### src/rtl/isp_pkg.sv
// Shared definitions for the in-system programming loader.
// States, frame protocol bytes.
package isp_pkg;

    typedef enum logic [2:0] {
        ST_IDLE   = 3'd0,
        ST_LEN_LO = 3'd1,
        ST_LEN_HI = 3'd2,
        ST_DATA   = 3'd3,
        ST_WRITE  = 3'd4,
        ST_CHK    = 3'd5,
        ST_DRAIN  = 3'd6,
        ST_RESP   = 3'd7
    } isp_state_t;

    localparam logic [7:0] ISP_SYNC = 8'h55;
    localparam logic [7:0] ISP_ACK  = 8'h06;
    localparam logic [7:0] ISP_NAK  = 8'h15;

endpackage

### src/rtl/isp_word_packer.sv
// Byte-to-word packer with running checksum and one-entry skid register.
// Latency: merged byte stream is combinational from rx or skid; word/checksum update on the accepting edge.
// Backpressure: hold_i parks one byte in the skid register; a second held byte sets the sticky overflow flag and is dropped.
module isp_word_packer (
    input  logic        clk_i,
    input  logic        rst_ni,
    input  logic        clear_i,
    input  logic        flush_i,
    input  logic        hold_i,
    input  logic        data_en_i,
    input  logic        rx_dv_i,
    input  logic [7:0]  rx_byte_i,
    output logic        byte_vld_o,
    output logic [7:0]  byte_o,
    output logic [31:0] word_o,
    output logic        last_byte_o,
    output logic [7:0]  csum_o,
    output logic        ovf_o
);

    logic [7:0]  skid_q;
    logic        skid_vld_q;
    logic [31:0] word_q;
    logic [1:0]  byte_cnt_q;
    logic [7:0]  csum_q;
    logic        ovf_q;

    // Skid byte is older than anything on rx, so it is always presented first.
    assign byte_vld_o  = !hold_i && (skid_vld_q || rx_dv_i);
    assign byte_o      = skid_vld_q ? skid_q : rx_byte_i;
    assign word_o      = {byte_o, word_q[31:8]};
    assign last_byte_o = (byte_cnt_q == 2'd3);
    assign csum_o      = csum_q;
    assign ovf_o       = ovf_q;

    always_ff @(posedge clk_i) begin
        if (!rst_ni) begin
            skid_q     <= 8'h00;
            skid_vld_q <= 1'b0;
            word_q     <= 32'h0;
            byte_cnt_q <= 2'd0;
            csum_q     <= 8'h00;
            ovf_q      <= 1'b0;
        end else begin
            if (flush_i) begin
                skid_vld_q <= 1'b0;
            end else if (hold_i) begin
                if (rx_dv_i) begin
                    if (skid_vld_q) begin
                        ovf_q <= 1'b1;
                    end else begin
                        skid_q     <= rx_byte_i;
                        skid_vld_q <= 1'b1;
                    end
                end
            end else if (skid_vld_q) begin
                // Skid drains this cycle; a simultaneous rx byte takes its place.
                if (rx_dv_i) begin
                    skid_q <= rx_byte_i;
                end else begin
                    skid_vld_q <= 1'b0;
                end
            end

            if (data_en_i && byte_vld_o) begin
                word_q     <= word_o;
                byte_cnt_q <= byte_cnt_q + 2'd1;
                csum_q     <= csum_q + byte_o;
            end

            if (clear_i) begin
                byte_cnt_q <= 2'd0;
                csum_q     <= 8'h00;
                ovf_q      <= 1'b0;
            end
        end
    end

endmodule

### src/rtl/wb_isp_loader.sv
// ISP loader: frames SPI bytes into words, writes instruction RAM over Wishbone, gates core reset, returns ACK/NAK.
// Latency: write request one cycle after the 4th byte; status byte one cycle after the checksum byte.
// Backpressure: none toward the SPI side; one byte is absorbed while a write is pending, more flags a NAK.
module wb_isp_loader #(
    parameter logic [31:0] BASE_ADDR   = 32'h0000_0000,
    parameter int          MAX_WORDS   = 4096,
    parameter int          TIMEOUT_CYC = 1_000_000
) (
    input  logic        clk_i,
    input  logic        rst_ni,
    input  logic        rx_dv_i,
    input  logic [7:0]  rx_byte_i,
    output logic        tx_dv_o,
    output logic [7:0]  tx_byte_o,
    output logic        wb_cyc_o,
    output logic        wb_stb_o,
    output logic        wb_we_o,
    output logic [31:0] wb_adr_o,
    output logic [31:0] wb_dat_o,
    output logic [3:0]  wb_sel_o,
    input  logic        wb_ack_i,
    input  logic        wb_err_i,
    output logic        core_rst_no,
    output logic        busy_o,
    output logic        err_o
);

    import isp_pkg::*;

    localparam logic [31:0] GAP_LIMIT = 32'(TIMEOUT_CYC);
    localparam logic [16:0] MAX_N     = 17'(MAX_WORDS);

    isp_state_t  state_q, state_d;
    logic [7:0]  len_lo_q;
    logic [15:0] word_cnt_q;
    logic [15:0] word_idx_q;
    logic        fail_q;
    logic [31:0] gap_cnt_q;
    logic        wr_act_q;
    logic [31:0] adr_q;
    logic [31:0] dat_q;
    logic [3:0]  sel_q;
    logic        tx_dv_q;
    logic [7:0]  tx_byte_q;
    logic        core_rst_nq;
    logic        busy_q;
    logic        err_q;

    logic        pk_byte_vld;
    logic [7:0]  pk_byte;
    logic [31:0] pk_word;
    logic        pk_last;
    logic [7:0]  pk_csum;
    logic        pk_ovf;

    logic        sync_hit;
    logic        gap_run;
    logic        gap_expired;
    logic [15:0] len_d;
    logic        resp_go;
    logic        resp_ok;
    logic        wr_start;
    logic        wr_done;

    assign sync_hit    = (state_q == ST_IDLE) && pk_byte_vld && (pk_byte == ISP_SYNC);
    assign gap_run     = (state_q == ST_LEN_LO) || (state_q == ST_LEN_HI) || (state_q == ST_DATA) ||
                         (state_q == ST_CHK) || (state_q == ST_DRAIN);
    assign gap_expired = (gap_cnt_q == GAP_LIMIT);
    assign len_d       = {pk_byte, len_lo_q};

    isp_word_packer u_packer (
        .clk_i       (clk_i),
        .rst_ni      (rst_ni),
        .clear_i     (sync_hit),
        .flush_i     (state_q == ST_RESP),
        .hold_i      (state_q == ST_WRITE),
        .data_en_i   (state_q == ST_DATA),
        .rx_dv_i     (rx_dv_i),
        .rx_byte_i   (rx_byte_i),
        .byte_vld_o  (pk_byte_vld),
        .byte_o      (pk_byte),
        .word_o      (pk_word),
        .last_byte_o (pk_last),
        .csum_o      (pk_csum),
        .ovf_o       (pk_ovf)
    );

    always_comb begin
        state_d  = state_q;
        resp_go  = 1'b0;
        resp_ok  = 1'b0;
        wr_start = 1'b0;
        wr_done  = 1'b0;
        case (state_q)
            ST_IDLE: begin
                if (sync_hit) state_d = ST_LEN_LO;
            end
            ST_LEN_LO: begin
                if (pk_byte_vld)      state_d = ST_LEN_HI;
                else if (gap_expired) resp_go = 1'b1;
            end
            ST_LEN_HI: begin
                if (pk_byte_vld) begin
                    if (len_d == 16'h0)              state_d = ST_CHK;
                    else if ({1'b0, len_d} > MAX_N)  state_d = ST_DRAIN;
                    else                             state_d = ST_DATA;
                end else if (gap_expired) begin
                    resp_go = 1'b1;
                end
            end
            ST_DATA: begin
                if (pk_byte_vld) begin
                    if (pk_last) begin
                        state_d  = ST_WRITE;
                        wr_start = 1'b1;
                    end
                end else if (gap_expired) begin
                    resp_go = 1'b1;
                end
            end
            ST_WRITE: begin
                if (wb_ack_i || wb_err_i) begin
                    wr_done = 1'b1;
                    state_d = (word_idx_q + 16'd1 == word_cnt_q) ? ST_CHK : ST_DATA;
                end
            end
            ST_CHK: begin
                if (pk_byte_vld) begin
                    resp_go = 1'b1;
                    resp_ok = (pk_byte == pk_csum) && !fail_q && !pk_ovf;
                end else if (gap_expired) begin
                    resp_go = 1'b1;
                end
            end
            ST_DRAIN: begin
                if (gap_expired) resp_go = 1'b1;
            end
            ST_RESP: begin
                state_d = ST_IDLE;
            end
            default: begin
                state_d = ST_IDLE;
            end
        endcase
        if (resp_go) state_d = ST_RESP;
    end

    // Byte-gap counter freezes across a write so slow slaves do not cause a timeout.
    always_ff @(posedge clk_i) begin
        if (!rst_ni) begin
            gap_cnt_q <= 32'h0;
        end else if (rx_dv_i || !(gap_run || state_q == ST_WRITE)) begin
            gap_cnt_q <= 32'h0;
        end else if (gap_run && !gap_expired) begin
            gap_cnt_q <= gap_cnt_q + 32'd1;
        end
    end

    always_ff @(posedge clk_i) begin
        if (!rst_ni) begin
            state_q     <= ST_IDLE;
            len_lo_q    <= 8'h00;
            word_cnt_q  <= 16'h0;
            word_idx_q  <= 16'h0;
            fail_q      <= 1'b0;
            wr_act_q    <= 1'b0;
            adr_q       <= 32'h0;
            dat_q       <= 32'h0;
            sel_q       <= 4'h0;
            tx_dv_q     <= 1'b0;
            tx_byte_q   <= 8'h00;
            core_rst_nq <= 1'b1;
            busy_q      <= 1'b0;
            err_q       <= 1'b0;
        end else begin
            state_q <= state_d;
            tx_dv_q <= resp_go;

            if (sync_hit) begin
                core_rst_nq <= 1'b0;
                busy_q      <= 1'b1;
                err_q       <= 1'b0;
                word_idx_q  <= 16'h0;
                fail_q      <= 1'b0;
            end

            if (state_q == ST_LEN_LO && pk_byte_vld) len_lo_q   <= pk_byte;
            if (state_q == ST_LEN_HI && pk_byte_vld) word_cnt_q <= len_d;

            if (wr_start) begin
                wr_act_q <= 1'b1;
                sel_q    <= 4'hF;
                adr_q    <= BASE_ADDR + {14'h0, word_idx_q, 2'b00};
                dat_q    <= pk_word;
            end

            if (wr_done) begin
                wr_act_q   <= 1'b0;
                sel_q      <= 4'h0;
                word_idx_q <= word_idx_q + 16'd1;
                if (wb_err_i) fail_q <= 1'b1;
            end

            // The core stays held on NAK until a later frame succeeds.
            if (resp_go) begin
                tx_byte_q <= resp_ok ? ISP_ACK : ISP_NAK;
                busy_q    <= 1'b0;
                if (resp_ok) core_rst_nq <= 1'b1;
                else         err_q       <= 1'b1;
            end
        end
    end

    assign tx_dv_o     = tx_dv_q;
    assign tx_byte_o   = tx_byte_q;
    assign wb_cyc_o    = wr_act_q;
    assign wb_stb_o    = wr_act_q;
    assign wb_we_o     = wr_act_q;
    assign wb_adr_o    = adr_q;
    assign wb_dat_o    = dat_q;
    assign wb_sel_o    = sel_q;
    assign core_rst_no = core_rst_nq;
    assign busy_o      = busy_q;
    assign err_o       = err_q;

endmodule

### config.mk
export PLATFORM = sky130hd
export DESIGN_NAME = wb_isp_loader
export DESIGN_NICKNAME = d
export VERILOG_FILES = /design/src/rtl/isp_pkg.sv /design/src/rtl/isp_word_packer.sv /design/src/rtl/wb_isp_loader.sv
export SDC_FILE = /design/constraint.sdc
export NUM_CORES = 1
export LEC_CHECK = 0
export CORE_MARGIN = 3
export CORE_UTILIZATION = 30
export CTS_BUF_LIST = sky130_fd_sc_hd__clkbuf_4
export CTS_CLUSTER_DIAMETER = 100
export DETAILED_ROUTE_END_ITERATION = 10
export DONT_BUFFER_PORTS = 1
export PLACE_DENSITY_LB_ADDON = 0.12
export SLEW_MARGIN = 20
export SYNTH_ARGS = -nofsm -noshare
export SYNTH_HDL_FRONTEND = slang
export SYNTH_SLANG_ARGS = --single-unit
### constraint.sdc
create_clock -name clk_i -period 2.6 [get_ports clk_i]
set_input_delay 0.26 -clock clk_i [delete_from_list [all_inputs] [get_ports clk_i]]
set_output_delay 0.26 -clock clk_i [all_outputs]
set_load 0.05 [all_outputs]
==> load_flow_metrics.sql, run 1 <==
INSERT INTO impl_metrics (metric_group, metric, value, unit) VALUES
('cells_and_area', 'stdcell_count', '1429', ''),
('timing', 'final_min_period_over_clock_period', '97.8', '%'),
('timing', 'headroom_to_the_max_slew_limit', '28.8', '%'),
('cells_and_area', 'multi_input_comb_area', '4540', 'µm²'),
('logic_synthesis', 'synth.cell_area', '8450', 'µm²'),
('timing', 'fin_crit', '2.54', 'ns'),
('floorplanning', 'dieWidth', '174', 'µm'),
('floorplanning', 'core_area', '27300', 'µm²'),
('power_and_ir_drop', 'max-vdd-ir-drop', '283', 'µV'),
('grt', 'grt_overflow_total', '0', ''),
('timing', 'finalHoldViolCount', '0', ''),
('floorplanning', 'ioPinCount', '96', ''),
('worst_setup_path', 'setup.worst_path.class', 'register to register', ''),
('cells_and_area', 'commonest_cells_after_routing_fill_and_taps_aside', '210 x sky130_fd_sc_hd__nand2_1, 174 x sky130_fd_sc_hd__dfxtp_1, 76 x sky130_fd_sc_hd__a21boi_0', ''),
('timing', 'finalMaxSlewViolations', '0', ''),
('cells_and_area', 'final_layout_size_suffix_gt1_share', '12.3', '%'),
('worst_hold_path', 'holdCritPathClass', 'input pin to register', ''),
('worst_setup_path', 'max_stage_delay', '0.40', 'ns'),
('route', 'dr_wl_cell', '16.4', 'µm'),
('cells_and_area', 'nNetsFinal', '1068', ''),
('floorplanning', 'placement_rows', '60', ''),
('logic_synthesis', 'yosys_most_used_dff', 'sky130_fd_sc_hd__dfxtp_1', ''),
('placed_design', 'port_buffers', '0', ''),
('route', 'antenna_left', '0', ''),
('route', 'drc_viols', '0', ''),
('grt', 'grt_pass1_wl', '37.5', 'mm'),
('clock_network', 'clock_tree.htree_level_count', '4', ''),
('worst_setup_path', 'crit_top_cell', 'sky130_fd_sc_hd__inv_1', ''),
('clock_network', 'cts_made_buffers', '17', ''),
('placed_design', 'dpl_worst_slack', '-0.0137', 'ns'),
('floorplanning', 'initial_core_utilization', '30.9', '%'),
('grt', 'grt_pass1_vias', '6545', ''),
('status', 'status', 'completed', ''),
('route', 'viasPerCell', '4.79', ''),
('timing', 'fin_worst_setup_slack', '0.0570', 'ns'),
('logic_synthesis', 'synth_sequential_area_ratio', '41.7', '%'),
('logic_synthesis', 'syn-instance-count', '1021', ''),
('worst_setup_path', 'crit_chain', 'buf_12 > buf_4 > mux2i_1 > inv_1 > ha_1 > inv_1 > fa_1 > nor2b_1 > o21ai_1 > a21oi_1 > o21a_1 > or3_1 > a31oi_1', ''),
('grt', 'grt_max_degree', '134', ''),
('worst_setup_path', 'path_max_fanout', '3', ''),
('clock_network', 'worst_skew_pair.late_latency', '0.57', 'ns'),
('cells_and_area', 'flow.area_growth_from_synthesis', '14.2', '%'),
('timing', 'unrepaired_setup_endpoints_after_global_routing', 'yes', ''),
('timing', 'timing.hold.ws', '0.109', 'ns'),
('cells_and_area', 'design_area', '9650', 'µm²'),
('grt', 'grt_usage', '15.4', '%'),
('worst_setup_path', 'end_kind', 'register', ''),
('placed_design', 'dpl-instance-area', '9100', 'µm²'),
('power_and_ir_drop', 'p_per_area', '567', 'nW/µm²'),
('route', 'detail_route.wirelength', '23.4', 'mm'),
('clock_network', 'cts.reportedPaths.clkPinSlew', '0.16', 'ns'),
('worst_setup_path', 'arr_time_crit_path', '3.04', 'ns'),
('timing', 'max_slew.worst_pin.slew', '1.06', 'ns'),
('worst_setup_path', 'required_time_of_the_critical_path', '3.09', 'ns'),
('run', 'total_of_max_cap_violations', '0', ''),
('logic_synthesis', 'async_flop_share', '0', '%'),
('route', 'drtIter0Drc', '337', ''),
('cells_and_area', 'fillerInstances', '2932', ''),
('route', 'detailroute.via_count', '6851', ''),
('floorplanning', 'design.die.area', '30200', 'µm²'),
('clock_network', 'ctsRootBufferMaster', 'sky130_fd_sc_hd__clkbuf_4', ''),
('cells_and_area', 'layout_commonest_cell', 'sky130_fd_sc_hd__nand2_1', ''),
('placed_design', 'gpl_congestion', '0.861', ''),
('worst_setup_path', 'critical_path.startpoint_type', 'register', ''),
('logic_synthesis', 'syn_avg_cell_area', '8.28', 'µm²'),
('power_and_ir_drop', 'leakagePower', '3.66', 'nW'),
('logic_synthesis', 'yosysWarningCount', '0', ''),
('timing', 'skew', '0.0288', 'ns'),
('worst_setup_path', 'cp_slowest_cell', 'sky130_fd_sc_hd__dfxtp_4', ''),
('clock_network', 'cts.sinks', '176', ''),
('clock_network', 'tritoncts', 'built', '');
-- cell type report --
cell class	instances	area share [%]
multi-input combinational	741	47.1
tap	372	4.82
clock inverter	15	2.09
clock buffer	17	1.32
timing repair buffer	77	6.91
antenna	1	0.0259
inverter	30	1.17
sequential	176	36.6
-- through the flow --
stage | util, % | TNS, ns
3_5_place_dp | 33.3 | -0.0192
6_report | 35.3 | 0
5_1_grt | 35.3 | -0.0949
3_3_place_gp | 33.3 | -0.0382
4_1_cts | 35.0 | 0
2_1_floorplan | - | 0
-- where the power goes --
part	total (W)	switching, W	internal (W)	leakage, nW
combinational	0.000775	0.000472	0.000303	2.07
clock	0.00180	0.00110	0.000704	0.172
sequential	0.00289	0.000123	0.00277	1.42
-- sequential cells by signal, indices dropped and copies added, names as in the netlist, 2 cells and up --
register             cells
u_packer.skid_q          8
wb_dat_o                32
u_packer.byte_cnt_q      2
wb_adr_o                16
state_q                  3
u_packer.csum_o          8
word_cnt_q              16
tx_byte_o                3
gap_cnt_q               32
u_packer.word_q         24
len_lo_q                 8
word_idx_q              16
-- cells in the mapped netlist, types with 2 or more instances --
cell type                    n  share of area, %
sky130_fd_sc_hd__nand2b_1    5              0.37
sky130_fd_sc_hd__and4_1      5              0.52
sky130_fd_sc_hd__nor2_1     74               3.3
sky130_fd_sc_hd__or3_1       8              0.59
sky130_fd_sc_hd__nor4b_1     3              0.31
sky130_fd_sc_hd__o22ai_1     3              0.22
sky130_fd_sc_hd__o21a_1      8              0.71
sky130_fd_sc_hd__a31oi_1     9              0.67
sky130_fd_sc_hd__o211ai_1    3              0.27
sky130_fd_sc_hd__dfxtp_1   176                42
sky130_fd_sc_hd__a211o_1     4              0.41
sky130_fd_sc_hd__nand3_1    18               1.1
sky130_fd_sc_hd__ha_1       11               1.6
sky130_fd_sc_hd__nand4b_1    2              0.21
sky130_fd_sc_hd__buf_2       8              0.47
sky130_fd_sc_hd__buf_1       2             0.089
sky130_fd_sc_hd__xnor2_1    43               4.5
sky130_fd_sc_hd__mux2i_1    16               1.9
sky130_fd_sc_hd__a211oi_1    3              0.27
sky130_fd_sc_hd__o21ai_0    24               1.4
sky130_fd_sc_hd__clkbuf_1   55               2.4
sky130_fd_sc_hd__nand4_1    17               1.3
sky130_fd_sc_hd__or2_2       2              0.15
sky130_fd_sc_hd__nor2b_1    18               1.3
sky130_fd_sc_hd__nor3b_1     2              0.18
sky130_fd_sc_hd__nand2_1   210               9.3
sky130_fd_sc_hd__and3_1      4              0.30
sky130_fd_sc_hd__a21boi_0   76               6.8
sky130_fd_sc_hd__or4_1       4              0.36
sky130_fd_sc_hd__nor4_1     20               1.5
sky130_fd_sc_hd__nor3_1     25               1.5
sky130_fd_sc_hd__nand3b_1    3              0.27
sky130_fd_sc_hd__nor4_2      2              0.30
sky130_fd_sc_hd__o211a_1    33               3.9
sky130_fd_sc_hd__xor2_1     13               1.3
sky130_fd_sc_hd__buf_4      27               2.4
sky130_fd_sc_hd__inv_1      29               1.3
sky130_fd_sc_hd__a21oi_1    23               1.4
sky130_fd_sc_hd__and2_1      4              0.30
sky130_fd_sc_hd__a21o_1      3              0.27
-- worst paths after layout --
| check | startpoint | end | slack [ns] | depth (start not counted) |
|---|---|---|---|---|
| worst max-delay path | u_packer.skid_vld_q | u_packer.csum_o[6] | 0.06 | 13 |
| worst min register to register | u_packer.byte_cnt_q[1] | u_packer.byte_cnt_q[1] | 0.47 | 2 |
| worst max register to register | u_packer.skid_vld_q | u_packer.csum_o[6] | 0.06 | 13 |
| worst min-delay path | rst_ni | state_q[2] | 0.11 | 3 |
-- worst max-delay path, delay by kind of cell (launching register included) --
kind	cells	cell delay, ns
and+or+nand+nor	2	0.40
muxes	1	0.25
buffers and inverters	4	0.41
AOI/OAI and AO/OA	4	0.62
DFF	1	0.40
adders and majority gates	2	0.41
-- cell families (layout without fill, tap and decap cells) --
kind of cell,after synthesis,count (layout),share of synthesized area [%]
multiplexers,17,17,2.03
XOR/XNOR,56,56,5.80
AO/OA/AOI/OAI,202,202,17.6
AND/OR/NAND/NOR,434,434,24.1
flip-flops,176,176,41.7
other,1,21,0.0444
adder cells (fa/ha/maj),12,12,1.87
buffers and inverters,123,139,6.87
-- per-layer routing --
layer / global-route usage (%) / vias to the layer above / wire [µm]
met2: 26.8 / 100 / 11400
li1: - / 3503 / -
met5: 0 / - / 0
met3: 3.18 / 24 / 863
met1: 19.4 / 3224 / 10700
met4: 4.22 / 0 / 396
-- what timing repair did --
item / CTS / global route
setup buffers: 0 / 2
hold buffers: 12 / 0
hold endpoints to repair: 133 / 0
pin swaps: 0 / 6
endpoints found under the setup margin: 5 / 5
gates resized for setup: 2 / 14
(Power assumes the default switching activity.)
==> run 2: changes to the inputs <==
CORE_UTILIZATION = 35   (was 30)
==> run 2 against run 1 <==
Net effect: non-clock buffer count rose by 68; clock power fell by 7%; first-iteration DRC count rose by 5.3%; die area fell by 14%; sequential share of layout area fell by 2.4 points; cell area rose by 7.0%; cell count rose by 1.0%; sequential power fell by 1%.
==> load_flow_metrics.sql, run 2 (synthesis results as in run 1) <==
INSERT INTO impl_metrics (metric_group, metric, value, unit) VALUES
('power_and_ir_drop', 'design_power_total', '0.00537', 'W'),
('cells_and_area', 'fillerInstances', '2481', ''),
('floorplanning', 'chipHeight', '161', 'µm'),
('floorplanning', 'initial_core_utilization', '35.8', '%'),
('worst_setup_path', 'critical-path-top-delay-family', 'simple AND/OR/NAND/NOR gates', ''),
('cells_and_area', 'design_area', '10300', 'µm²'),
('clock_network', 'ctsRootBufferMaster', 'sky130_fd_sc_hd__clkbuf_4', ''),
('route', 'wirelength_met1', '10.8', 'mm'),
('worst_setup_path', 'max_stage_delay', '0.42', 'ns'),
('grt', 'grt_pass1_vias', '7016', ''),
('clock_network', 'cts.sinks', '176', ''),
('timing', 'finalHoldViolCount', '0', ''),
('worst_setup_path', 'path_max_fanout', '5', ''),
('cells_and_area', 'multi_input_comb_area', '4620', 'µm²'),
('floorplanning', 'placement_rows', '56', ''),
('power_and_ir_drop', 'p_per_area', '520', 'nW/µm²'),
('worst_setup_path', 'required_time_of_the_critical_path', '3.07', 'ns'),
('clock_network', 'tritoncts', 'built', ''),
('worst_setup_path', 'cp_slowest_cell', 'sky130_fd_sc_hd__dfxtp_4', ''),
('route', 'drtIter0Drc', '355', ''),
('floorplanning', 'ioPinCount', '96', ''),
('grt', 'grt_overflow_total', '0', ''),
('placed_design', 'dp_hpwl', '15.0', 'mm'),
('timing', 'finalMaxSlewViolations', '0', ''),
('worst_setup_path', 'crit_chain', 'buf_6 > mux2i_4 > inv_2 > buf_6 > ha_4 > or4_4 > or3_4 > nor4_4 > nand2b_4 > o22ai_1', ''),
('route', 'dr.max_layer_used', 'met4', ''),
('floorplanning', 'dieWidth', '161', 'µm'),
('timing', 'fin_crit', '2.57', 'ns'),
('route', 'route.met3.wl', '1.15', 'mm'),
('grt', 'grt_usage', '17.4', '%'),
('status', 'status', 'completed', ''),
('cells_and_area', 'nNetsFinal', '1136', ''),
('route', 'viasPerCell', '4.99', ''),
('clock_network', 'worst_skew_pair.late_latency', '0.59', 'ns'),
('route', 'detailroute.via_count', '7206', ''),
('worst_setup_path', 'end_kind', 'register', ''),
('worst_setup_path', 'setup.worst_path.class', 'register to register', ''),
('power_and_ir_drop', 'max-vdd-ir-drop', '277', 'µV'),
('worst_setup_path', 'crit_top_cell', 'sky130_fd_sc_hd__buf_6', ''),
('worst_hold_path', 'holdCritPathClass', 'input pin to register', ''),
('timing', 'skew', '0.0390', 'ns'),
('route', 'drtPass1Iterations', '5', ''),
('timing', 'setup_viol', '0', ''),
('timing', 'fmaxAchievable', '389', 'MHz'),
('grt', 'initial_antenna_violation_count', '1', ''),
('worst_setup_path', 'critical_path.startpoint_type', 'register', ''),
('grt', 'grt_max_degree', '136', ''),
('route', 'detail_route.wirelength', '22.6', 'mm'),
('grt', 'grt_pass1_wl', '36.9', 'mm'),
('cells_and_area', 'final_layout_size_suffix_gt1_share', '13.4', '%'),
('cells_and_area', 'regArea', '3530', 'µm²'),
('power_and_ir_drop', 'leakagePower', '4.12', 'nW'),
('placed_design', 'port_buffers', '0', ''),
('clock_network', 'clock_tree.htree_level_count', '4', ''),
('run', 'total_of_max_cap_violations', '0', ''),
('cells_and_area', 'commonest_cells_after_routing_fill_and_taps_aside', '208 x sky130_fd_sc_hd__nand2_1, 173 x sky130_fd_sc_hd__dfxtp_1, 72 x sky130_fd_sc_hd__nor2_1', ''),
('clock_network', 'max-clock-path-buffers', '2', ''),
('placed_design', 'dpl-instance-area', '8970', 'µm²'),
('floorplanning', 'design.die.area', '26000', 'µm²'),
('placed_design', 'gpl_congestion', '0.810', ''),
('worst_setup_path', 'worstPathBufferInverterCount', '3', ''),
('clock_network', 'cts.reportedPaths.clkPinSlew', '0.18', 'ns'),
('floorplanning', 'core_area', '23600', 'µm²'),
('timing', 'final_min_period_over_clock_period', '98.8', '%'),
('route', 'drc_viols', '0', ''),
('cells_and_area', 'flow.area_growth_from_synthesis', '22.2', '%'),
('route', 'dr_wl_cell', '15.7', 'µm'),
('clock_network', 'cts_made_buffers', '17', ''),
('route', 'route.met2.wl', '10.3', 'mm'),
('timing', 'unrepaired_setup_endpoints_after_global_routing', 'yes', ''),
('timing', 'max_slew.worst_pin.slew', '0.915', 'ns'),
('route', 'antenna_left', '0', ''),
('timing', 'headroom_to_the_max_slew_limit', '38.8', '%'),
('cells_and_area', 'layout_commonest_cell', 'sky130_fd_sc_hd__nand2_1', ''),
('worst_setup_path', 'arr_time_crit_path', '3.04', 'ns');
run 2: cell types whose count changed in the layout (fill, tap and decap cells not counted), moves of 3 or more:
cell	change
sky130_fd_sc_hd__dlygate4sd3_1	+60
sky130_fd_sc_hd__a21boi_0	-8
sky130_fd_sc_hd__a21boi_1	+8
sky130_fd_sc_hd__buf_6	+5
sky130_fd_sc_hd__buf_4	+4
sky130_fd_sc_hd__clkinv_8	+4
sky130_fd_sc_hd__bufinv_16	-3
run 2: final timing paths:
path	from	end	slack [ns]	cells past startpoint
setup / recovery	u_packer.skid_vld_q	err_o	0.03	10
hold / removal	rx_byte_i[4]	len_lo_q[4]	0.09	4
setup reg to reg	u_packer.skid_vld_q	err_o	0.03	10
hold reg to reg	u_packer.csum_o[3]	u_packer.csum_o[3]	0.46	2
run 2: routing by layer:
layer / vias up / GRT usage [%]
met5: - / 0
met4: 0 / 3.95
met3: 29 / 4.23
met2: 133 / 28.4
met1: 3408 / 23.3
li1: 3636 / -
run 2: final cells by class:
type	instances	share of cell area, %
diodes	1	0.0242
multi-input cells	741	44.8
well taps	319	3.87
repair buffers	145	12.9
flip-flops and latches	176	34.2
clock buffers	17	1.24
inverters	30	1.09
clock inverters	15	1.90
run 2: report_power, final:
group	internal [W]	total [W]	switching [W]
clock network	0.000481	0.00168	0.00120
registers	0.00277	0.00285	0.0000782
logic	0.000331	0.000839	0.000508
total	0.00358	0.00537	0.00179
run 2: what timing repair did:
action                                  in CTS  in global routing
setup buffers                                7                  8
hold endpoints to repair                   137                 73
pin swaps                                    2                  9
resized for setup                            8                 44
hold buffers                                69                  3
endpoints found under the setup margin       6                 65
run 2: worst register-to-register path, delay by kind of cell, from the launching register on:
kind | cells | cell delay, ns
AOI/OAI and AO/OA | 1 | 0.06
adders and majority gates | 1 | 0.21
buffers and inverters | 3 | 0.32
DFF | 1 | 0.42
muxes | 1 | 0.24
and+or+nand+nor | 4 | 1.22
run 2: per-stage QoR:
step | util (%) | std cells | hold WS [ns] | TNS (ns) | setup WS, ns
2_1_floorplan | - | 1040 | 0.426 | 0 | 0.00208
3_3_place_gp | 38.0 | 1325 | 0.406 | -0.139 | -0.0549
3_5_place_dp | 38.0 | 1325 | 0.407 | -0.350 | -0.0905
4_1_cts | 42.6 | 1433 | -0.263 | 0 | 0.00159
5_1_grt | 43.7 | 1444 | 0.0527 | -0.277 | -0.0690
6_report | 43.7 | 1444 | 0.0948 | 0 | 0.0303
==> run 3: changes to the inputs <==
SETUP_SLACK_MARGIN = 0.15   (was unset)
==> run 3 against run 2 <==
Net effect: the flow now finishes with violations (hold timing); power down 1.8%; combinational power down 4.9%; first-iteration DRC count rose by 6.5%; cell count fell by 0.69%; non-clock buffer count down 10; die area did not move; via count is 1.7% lower; critical endpoint unchanged; highest routed layer unchanged.
==> load_flow_metrics.sql, run 3 (synthesis results as in run 1) <==
INSERT INTO impl_metrics (metric_group, metric, value, unit) VALUES
('clock_network', 'worst_skew_pair.late_latency', '0.59', 'ns'),
('timing', 'final_min_period_over_clock_period', '97.5', '%'),
('timing', 'headroom_to_the_max_slew_limit', '35.3', '%'),
('floorplanning', 'ioPinCount', '96', ''),
('grt', 'grt_usage', '17.3', '%'),
('floorplanning', 'placement_rows', '56', ''),
('route', 'dr_wl_cell', '15.5', 'µm'),
('placed_design', 'dp_hpwl', '15.2', 'mm'),
('route', 'drtPass1Iterations', '5', ''),
('clock_network', 'cts.reportedPaths.clkPinSlew', '0.17', 'ns'),
('grt', 'grt_pass1_vias', '6913', ''),
('clock_network', 'ctsRootBufferMaster', 'sky130_fd_sc_hd__clkbuf_4', ''),
('power_and_ir_drop', 'sequentialPowerShare', '54.6', '%'),
('worst_hold_path', 'holdCritPathClass', 'input pin to register', ''),
('status', 'failing_checks', 'hold timing', ''),
('worst_setup_path', 'end_kind', 'register', ''),
('cells_and_area', 'design_area', '10200', 'µm²'),
('timing', 'max_slew.worst_pin.slew', '0.967', 'ns'),
('timing', 'skew', '0.0270', 'ns'),
('floorplanning', 'initial_core_utilization', '35.8', '%'),
('cells_and_area', 'post-route-util', '43.3', '%'),
('timing', 'fin_crit', '2.54', 'ns'),
('power_and_ir_drop', 'max-vdd-ir-drop', '243', 'µV'),
('worst_setup_path', 'critical_path.startpoint_type', 'register', ''),
('worst_setup_path', 'setup.worst_path.class', 'register to register', ''),
('worst_setup_path', 'required_time_of_the_critical_path', '3.10', 'ns'),
('route', 'drtIter0Drc', '378', ''),
('cells_and_area', 'nNetsFinal', '1126', ''),
('clock_network', 'tritoncts', 'built', ''),
('grt', 'grt_pass1_wl', '36.6', 'mm'),
('timing', 'timing.hold.ws', '-0.186', 'ns'),
('clock_network', 'cts.sinks', '176', ''),
('timing', 'fmaxAchievable', '394', 'MHz'),
('timing', 'finalHoldViolCount', '79', ''),
('grt', 'grt_max_degree', '136', ''),
('floorplanning', 'chipHeight', '161', 'µm'),
('route', 'detailroute.via_count', '7087', ''),
('route', 'antenna_left', '0', ''),
('timing', 'setup_viol', '0', ''),
('power_and_ir_drop', 'share_comb_of_total_power', '15.1', '%'),
('power_and_ir_drop', 'power.share.switching', '32.7', '%'),
('cells_and_area', 'final_layout_size_suffix_gt1_share', '14.2', '%'),
('power_and_ir_drop', 'internal_power', '0.00355', 'W'),
('power_and_ir_drop', 'switchingPower', '0.00173', 'W'),
('power_and_ir_drop', 'leakagePower', '4.03', 'nW'),
('floorplanning', 'core_area', '23600', 'µm²'),
('clock_network', 'cts_made_buffers', '17', ''),
('placed_design', 'dpl-instance-area', '8970', 'µm²'),
('cells_and_area', 'layout_commonest_cell', 'sky130_fd_sc_hd__nand2_1', ''),
('floorplanning', 'dieWidth', '161', 'µm'),
('cells_and_area', 'commonest_cells_after_routing_fill_and_taps_aside', '209 x sky130_fd_sc_hd__nand2_1, 171 x sky130_fd_sc_hd__dfxtp_1, 76 x sky130_fd_sc_hd__a21boi_0', ''),
('timing', 'finalMaxSlewViolations', '0', ''),
('run', 'total_of_max_cap_violations', '0', ''),
('worst_setup_path', 'arr_time_crit_path', '3.04', 'ns'),
('clock_network', 'max-clock-path-buffers', '2', ''),
('floorplanning', 'design.die.area', '26000', 'µm²'),
('worst_setup_path', 'path_max_fanout', '5', ''),
('route', 'detail_route.wirelength', '22.3', 'mm'),
('clock_network', 'clock_tree.htree_level_count', '4', ''),
('grt', 'initial_antenna_violation_count', '1', ''),
('power_and_ir_drop', 'clockPowerShare', '30.3', '%'),
('status', 'status', 'finished with violations', ''),
('cells_and_area', 'fillerInstances', '2455', ''),
('cells_and_area', 'flow.area_growth_from_synthesis', '21.0', '%'),
('placed_design', 'gpl_congestion', '0.834', ''),
('timing', 'unrepaired_setup_endpoints_after_global_routing', 'yes', ''),
('route', 'viasPerCell', '4.94', ''),
('grt', 'grt_overflow_total', '0', ''),
('route', 'drc_viols', '0', ''),
('placed_design', 'dpl_worst_slack', '-0.0432', 'ns'),
('placed_design', 'port_buffers', '0', ''),
('power_and_ir_drop', 'p_per_area', '516', 'nW/µm²'),
('timing', 'fin_worst_setup_slack', '0.0638', 'ns');
-- run 3: routing by layer --
layer | share of wire, % | GRT usage (%)
met1 | 47 | 22.6
met4 | 1.1 | 4.42
met2 | 48 | 28.9
met5 | 0 | 0
met3 | 4.4 | 3.85
-- run 3: worst paths after layout --
kind                  startpoint  slack, ns      endpoint  cells past startpoint
min                       rst_ni      -0.19  wb_dat_o[15]                      1
min reg2reg   u_packer.word_q[8]       0.46   wb_dat_o[0]                      2
max reg2reg  u_packer.skid_vld_q       0.06         err_o                      9
max          u_packer.skid_vld_q       0.06         err_o                      9
-- run 3: timing repair --
item	CTS	global route
pin swaps	1	12
hold buffers	49	14
hold endpoints to repair	140	92
resized for setup	11	37
endpoints found under the setup margin	6	32
setup buffers	9	7
-- run 3: critical path, cell delays in order (launching register included) --
cell and delay (ns):
sky130_fd_sc_hd__dfxtp_4 0.45, sky130_fd_sc_hd__buf_6 0.13, sky130_fd_sc_hd__mux2i_4 0.24, sky130_fd_sc_hd__inv_2 0.07, sky130_fd_sc_hd__ha_4 0.24, sky130_fd_sc_hd__or4_4 0.41
sky130_fd_sc_hd__or3_4 0.35, sky130_fd_sc_hd__nor4_4 0.31, sky130_fd_sc_hd__nand2b_4 0.20, sky130_fd_sc_hd__o22ai_2 0.06
-- run 3: layout make-up --
cell class                 instances  area (µm²)  share of cell area [%]
clock buffer                      17         128                    1.25
timing repair buffer             135        1230                    12.0
sequential                       176        3530                    34.6
antenna                            1        2.50                  0.0245
multi-input combinational        741        4660                    45.6
clock inverter                    15         160                    1.57
inverter                          30         113                    1.10
tap                              319         399                    3.90
-- run 3: power by group through the flow --
stage	registers [W]	clock network, W	logic [W]
finish	0.00288	0.00160	0.000798
global placement	0.00294	0	0.000700
detailed placement	0.00293	0	0.000699
CTS	0.00288	0.00167	0.000759
global route	0.00289	0.00178	0.000870
floorplan	0.00289	0	0.000584
-- run 3: through the flow --
stage	power (W)	TNS (ns)	instances
detailed placement	0.00363	-0.0844	1322
global placement	0.00364	0	1322
finish	0.00527	0	1434
CTS	0.00531	0	1412
global route	0.00554	-0.0532	1434
floorplan	0.00347	0	1040
